==> src/rtl/pc_unit.sv <==
// Program-counter unit: holds the architectural PC, forms sequential and redirect
// targets, arbitrates trap/stall/redirect, and counts retired instructions.
module pc_unit #(
   parameter int unsigned           XLEN         = 32,
   parameter logic [XLEN-1:0]       RESET_VECTOR = '0,
   parameter bit                    C_EXT        = 1'b0,
   parameter int unsigned           CNT_W        = 64
) (
   input  logic              clk,
   input  logic              rst_n,
   input  logic              stall,
   input  logic              branch_taken,
   input  logic              jump,
   input  logic              jalr,
   input  logic [XLEN-1:0]   rs1,
   input  logic [XLEN-1:0]   imm,
   input  logic              insn_compressed,
   input  logic              trap,
   input  logic [XLEN-1:0]   trap_target,
   output logic [XLEN-1:0]   pc_current,
   output logic [XLEN-1:0]   pc_next_seq,
   output logic [XLEN-1:0]   pc_target,
   output logic              flush,
   output logic              misaligned,
   output logic [XLEN-1:0]   misaligned_addr,
   output logic [CNT_W-1:0]  instret
);

   localparam logic [XLEN-1:0] INC_FULL  = XLEN'(4);
   localparam logic [XLEN-1:0] INC_HALF  = XLEN'(2);
   localparam logic [XLEN-1:0] JALR_MASK = ~XLEN'(1);
   localparam logic [XLEN-1:0] TRAP_MASK = ~XLEN'(3);

   logic [XLEN-1:0]  pc_q, pc_d;
   logic             flush_q, flush_d;
   logic             mis_q, mis_d;
   logic [XLEN-1:0]  mis_addr_q, mis_addr_d;
   logic [CNT_W-1:0] instret_q, instret_d;

   logic [XLEN-1:0]  inc;
   logic [XLEN-1:0]  jalr_sum;
   logic             redir;
   logic             tgt_misaligned;

   // Sequential and redirect target arithmetic, modulo 2^XLEN.
   always_comb begin
      inc         = (C_EXT && insn_compressed) ? INC_HALF : INC_FULL;
      pc_next_seq = pc_q + inc;
      jalr_sum    = rs1 + imm;
      pc_target   = jalr ? (jalr_sum & JALR_MASK) : (pc_q + imm);
      redir       = branch_taken | jump;
      tgt_misaligned = C_EXT ? pc_target[0] : (pc_target[1:0] != 2'b00);
   end

   // Next-state selection: trap > stall > misaligned redirect > redirect > sequential.
   always_comb begin
      pc_d       = pc_q;
      flush_d    = 1'b0;
      mis_d      = 1'b0;
      mis_addr_d = mis_addr_q;
      instret_d  = instret_q;
      if (trap) begin
         pc_d    = trap_target & TRAP_MASK;
         flush_d = 1'b1;
      end else if (stall) begin
         pc_d = pc_q;
      end else if (redir && tgt_misaligned) begin
         mis_d      = 1'b1;
         mis_addr_d = pc_target;
      end else if (redir) begin
         pc_d      = pc_target;
         flush_d   = 1'b1;
         instret_d = instret_q + CNT_W'(1);
      end else begin
         pc_d      = pc_next_seq;
         instret_d = instret_q + CNT_W'(1);
      end
   end

   always_ff @(posedge clk or negedge rst_n) begin
      if (!rst_n) begin
         pc_q       <= RESET_VECTOR;
         flush_q    <= 1'b0;
         mis_q      <= 1'b0;
         mis_addr_q <= '0;
         instret_q  <= '0;
      end else begin
         pc_q       <= pc_d;
         flush_q    <= flush_d;
         mis_q      <= mis_d;
         mis_addr_q <= mis_addr_d;
         instret_q  <= instret_d;
      end
   end

   assign pc_current      = pc_q;
   assign flush           = flush_q;
   assign misaligned      = mis_q;
   assign misaligned_addr = mis_addr_q;
   assign instret         = instret_q;

endmodule

==> config.mk <==
export PLATFORM = sky130hd
export DESIGN_NAME = pc_unit
export DESIGN_NICKNAME = d
export VERILOG_FILES = /design/src/rtl/pc_unit.sv
export SDC_FILE = /design/constraint.sdc
export NUM_CORES = 1
export LEC_CHECK = 0
export CAP_MARGIN = 20
export CORE_ASPECT_RATIO = 1.75
export CORE_MARGIN = 3
export CORE_UTILIZATION = 30
export CTS_CLUSTER_DIAMETER = 50
export DETAILED_ROUTE_END_ITERATION = 10
export PLACE_DENSITY = 0.59
export SYNTH_ARGS = -nofsm -noshare
export SYNTH_HDL_FRONTEND = slang
export SYNTH_SLANG_ARGS = --single-unit
==> constraint.sdc <==
create_clock -name clk -period 3.65 [get_ports clk]
set_clock_uncertainty 0.15 [all_clocks]
set_input_delay 0.5475 -clock clk [delete_from_list [all_inputs] [get_ports clk]]
set_output_delay 0.5475 -clock clk [all_outputs]
set_load 0.005 [all_outputs]
Word level (Yosys, flattened, before mapping)
Index checks and enable logic that the tools add are counted.

Flip-flop bits (word level): 130. Output and inout bits: 194.

Add/subtract/negate cells: 4. Equality and inequality tests: 2. Multiplexer cells: 12. Bitwise operators: 4. Reduce and logical (&&, ||, !) cells: 5.

Operators with widths (count): $mux W32 (5); $add A32 B32 Y32 (2); $add A64 B1 Y64 const B (1); $add A32 B3 Y32 const B (1); $mux W1 (7); $reduce_and A3 Y1 (2); $not A1 Y1 (3); $ne A2 B1 Y1 const B (1); $ne A2 B2 Y1 const B (1); $reduce_and A2 Y1 (1); $reduce_bool A2 Y1 (1); $logic_and A1 B1 Y1 (1); $or A1 B1 Y1 (1).

Depth between registers and ports, before layout
Gate-level depths: netlist of the first run.

Depth in word-level cells: 7. Gate-level depth with buffers: 14. Depth with buffers taken out: 13.

Worst setup path after synthesis of the first run
OpenSTA, ideal clock, no wires.

Path kind: input port to flip-flop. Start point: input imm[0]. End point: register instret_q[60] (netlist: instret[60]). Setup slack: -0.398 ns. Arrival time: 3.775 ns. Stages on the path: 14. Data required time: 3.377 ns. Buffers on the path: 1. Path through: ha_1 -> inv_1 -> fa_1 -> or3b_4 -> a311oi_4 -> and4_1 -> and3_2 -> nand2_1 -> or3_1 -> buf_2 -> nor4_4 -> and2b_1 -> nand4_1 -> xnor2_1.

Word-level cells in the longest chain between the ends: 6. Elaborated cells between the ends (all ways): 7. Classes of those cells: add/sub (2); mux (1); bitwise (1); reduce/logical (3).

RTL lines: start, declared (RTL line 16) `input logic [XLEN-1:0] imm,`; $add A32 B32 Y32 (on tied branches) (RTL line 50, 49); $mux W32 (*) (RTL line 50) `pc_target = jalr ? (jalr_sum & JALR_MASK) : (pc_q + imm);`; $reduce_bool A2 Y1 (*) (RTL line 52) `tgt_misaligned = C_EXT ? pc_target[0] : (pc_target[1:0] != 2'b00);`; $logic_and A1 B1 Y1 (*) (RTL line 67) `end else if (redir && tgt_misaligned) begin`; $not A1 Y1 (no source line) (*); $reduce_and A3 Y1 (no source line) (*); end signal, assigned (RTL line 92) `instret_q <= instret_d;`; end, declared (RTL line 38) `logic [CNT_W-1:0] instret_q, instret_d;`.

Mark *: on every way between the ends. The rest lies on a longest branch, timed or not. A chain may end at the register's enable or synchronous reset.

Final worst setup path of the first run
Start point: register pc_q[15] (netlist: pc_current[15]). End point: output pc_target[26].

Word-level cells in the longest chain between the ends: 2.

RTL lines: start, declared (RTL line 34) `logic [XLEN-1:0] pc_q, pc_d;`; start signal, assigned (RTL line 88) `pc_q <= pc_d;`; $add A32 B32 Y32 (RTL line 50); $mux W32 (RTL line 50); end, declared (RTL line 22) `output logic [XLEN-1:0] pc_target,`.

No other way between the ends.

==> reports/metrics.csv, run 1 <==
metric,value,unit
fin_crit_sh,1.17,
synth_nets,1377,
violations,negative setup slack,
worst_path_most_repeated_cell,buf_6,
vias,12100,
arrival,3.58,ns
grt_overflow_total,0,
r2r-end,instret[60]$_DFFE_PN0P_,
clk_latency,0.45,ns
antenna_found_initial,1,
min-delay-start,misaligned_addr[2]$_DFFE_PN0P_,
start_util,0.306,
grt_max_degree,65,
port_buffers,294,
whs_path_depth,2,
die_area,35300,um2
fin_ws,-0.624,ns
wl_per_cell,20.7,um
synth.distinct_cells,66,
cap_violations,0,
nNetsFinal,2040,
cts_tree,yes,
dp_hpwl,36200,um
topRoutingLayerUsed,met4,
hold_viol,0,
path_max_fanout,6,
tns,-7.56,ns
htreeDepth,4,
stdcell_count,2286,
postRouteAntennaNets,0,
p_leak,8.39,nW
path_clk_slew,0.07,ns
reg2reg_depth,14,
drive_gt1_frac,0.380,
ys_seq_area_frac,0.329,
crit_chain,ha_1 -> buf_4 -> a21oi_1 -> o21ai_1 -> a21oi_2 -> o21ai_1 -> a21oi_4 -> buf_6 -> o21ai_4 -> buf_6 -> buf_6 -> buf_6 -> a311oi_2 -> xor2_1 -> o21a_1 -> inv_1 -> buf_2,
area_growth,85.6,%
drc,0,
critical_path_required,2.95,ns
crit_slowest_cell,dfrtp_1,
synthArstFlopShare,1.00,
dr.pass1.iters,4,
max_freq,234,MHz
finalCriticalPeriod,4.27,ns
powerDensity,396,nW/um2
clock-root-buffer,clkbuf_16,
dp_cells,2175,
ios,298,
fin_hold_ws,0.327,ns
cts_buffer_depth,2,
wirelength,47200,um
rows,87,
path_class,flip-flop to output port,
grt_usage,0.259,
viasPerCell,5.27,
wl_met2,25400,um
met1_length,15400,um
synthCells,1208,
die_w,143,um
clkSinkCount,130,
yosys_warnings,0,
met3_length,2600,um
utilization,0.568,
total_power,7.28,mW
setup_viol,47,
fp.dieH,246,um
gp_congestion,0.934,
synth_flop_cell,dfrtp_1,
run_status,"finished, violations left",
nFillCells,2830,
grt_pass1_wl,69300,um
r2r_start,pc_current[0]$_DFFE_PN0P_,
tightest_slew,0.716,ns
fp.coreArea,32300,um2
hold_path_class,flip-flop to flip-flop,
finalMaxSlewViolations,0,
cpPeakStageDelay,0.41,ns
min_to,misaligned_addr[2]$_DFFE_PN0P_,
synth-edff-count,0,
yosys_register_bits,130,
drt-initial-drc-count,405,
cts_buffers,17,
worst_setup_path_start_kind,flip-flop,
slew_headroom,0.523,
r2r_slack,-0.19,ns
max-vdd-ir-drop,0.378,mV
syn_area,9890,um2
rsz0062_at_grt,true,
grt_pass1_vias,12500,
syn-mean-instance-area,8.19,um2
crit_path_end_kind,output port,
==> state kept, by name, indices dropped and copies added (netlist names) <==
signal and flops:
instret 64, pc_current 32, flush 1, misaligned_addr 32, misaligned 1
==> cell families after synthesis <==
family	share of synthesized area
fa+ha+maj	0.0837
simple gates	0.209
compound gates	0.200
buf+inv	0.0365
xor+xnor	0.127
flops	0.329
mux	0.0157
==> metrics by stage <==
stage                     area (um2)  setup WS (ns)
after CTS                      17700         -0.692
after floorplan                 9930         -0.157
after detailed placement       15600          -1.48
after global routing           18400         -0.737
final                          18400         -0.624
after global placement         15600          -1.46
==> what timing repair did <==
| action | 4_1_cts | 5_1_grt |
|---|---|---|
| endpoints found under the setup margin | 101 | 74 |
| pin swaps | 119 | 114 |
| buffers inserted | 68 | 32 |
| cloned | 0 | 0 |
| endpoints found under the hold margin | 61 | 0 |
| resized for setup | 450 | 147 |
| hold buffers | 1 | 0 |
==> synthesized netlist by cell type, drive strengths merged, types with 6 or more instances <==
library cell  count  area share
o21a              9      0.0068
o211ai            7      0.0053
xor2             45       0.040
a21oi           102       0.052
and4              6      0.0053
inv              49       0.019
or3               9      0.0057
buf               6      0.0032
and2              8      0.0051
mux2i            11       0.011
ha               63       0.080
nand4            22       0.014
a311oi            6      0.0071
o31ai             6      0.0046
xnor2            98       0.087
nand2b           10      0.0063
dfrtp           130        0.33
o22ai             6      0.0038
a21o             27       0.020
nor3             14      0.0071
a211oi           13      0.0099
nand3            46       0.024
a31oi            14      0.0089
nand2           170       0.064
clkbuf           39       0.015
o21ai            97       0.049
nor2             99       0.038
and3             23       0.015
==> worst max-delay path: cells and delay by family, from the launching register on <==
family,cells,cell delay (ns)
compound gates,8,1.29
buf+inv,7,0.78
flops,1,0.41
fa+ha+maj,1,0.32
xor+xnor,1,0.32
==> where the power goes <==
| part | total (mW) | leakage, nW | internal (mW) | switching (mW) |
|---|---|---|---|---|
| Sequential | 1.78 | 1.68 | 1.63 | 0.152 |
| Clock | 1.67 | 0.278 | 0.898 | 0.776 |
| Combinational | 3.82 | 6.43 | 2.04 | 1.79 |
==> cells in the final DEF, fill, tap and decap left out, types with 22 or more instances in the layout <==
cell             instances
a21o_1                  27
ha_1                    32
a21oi_1                 72
inv_1                   40
nand3_1                 33
dlygate4sd2_1           23
clkdlybuf4s50_1        205
buf_4                  345
buf_6                   57
nand2_1                149
o21ai_0                 68
nand4_1                 22
buf_2                   27
xnor2_1                 83
dfrtp_1                130
xor2_1                  36
ha_4                    29
a21oi_2                 26
nor2_1                  79
==> per-layer routing <==
layer,vias to the layer above,GRT usage
li1,5611,-
met2,469,0.487
met1,5805,0.248
met4,0,0.176
met3,169,0.0478
met5,-,0
==> worst max path at each step <==
stage | slack, ns | end | cells after the start | startpoint
2_1_floorplan | -0.16 | instret[60]$_DFFE_PN0P_ | 14 | imm[0]
3_3_place_gp | -1.46 | pc_target[28] | 16 | rs1[1]
3_5_place_dp | -1.48 | pc_target[28] | 16 | rs1[1]
4_1_cts | -0.69 | pc_target[30] | 16 | rs1[2]
5_1_grt | -0.74 | pc_target[28] | 14 | rs1[9]
6_report | -0.62 | pc_target[26] | 17 | pc_current[15]$_DFFE_PN0P_
==> layout make-up <==
cell class                 instances  area, um2  area share
multi-input combinational        984       7900       0.430
clock inverter                    15        133     0.00722
timing repair buffer             689       5970       0.325
inverter                          49        184      0.0100
tap                              400        500      0.0273
sequential                       130       3250       0.177
clock buffer                      17        425      0.0232
antenna                            2       5.00    0.000273
No activity file was read; power rests on OpenSTA's default activity.
==> run 2, diff against run 1 <==
Settings changed: CTS_CLUSTER_DIAMETER 50 to 150, GPL_ROUTABILITY_DRIVEN set to 1.
==> results of run 2 <==
No change in the layout: final DEF, timing and power equal those of run 1.
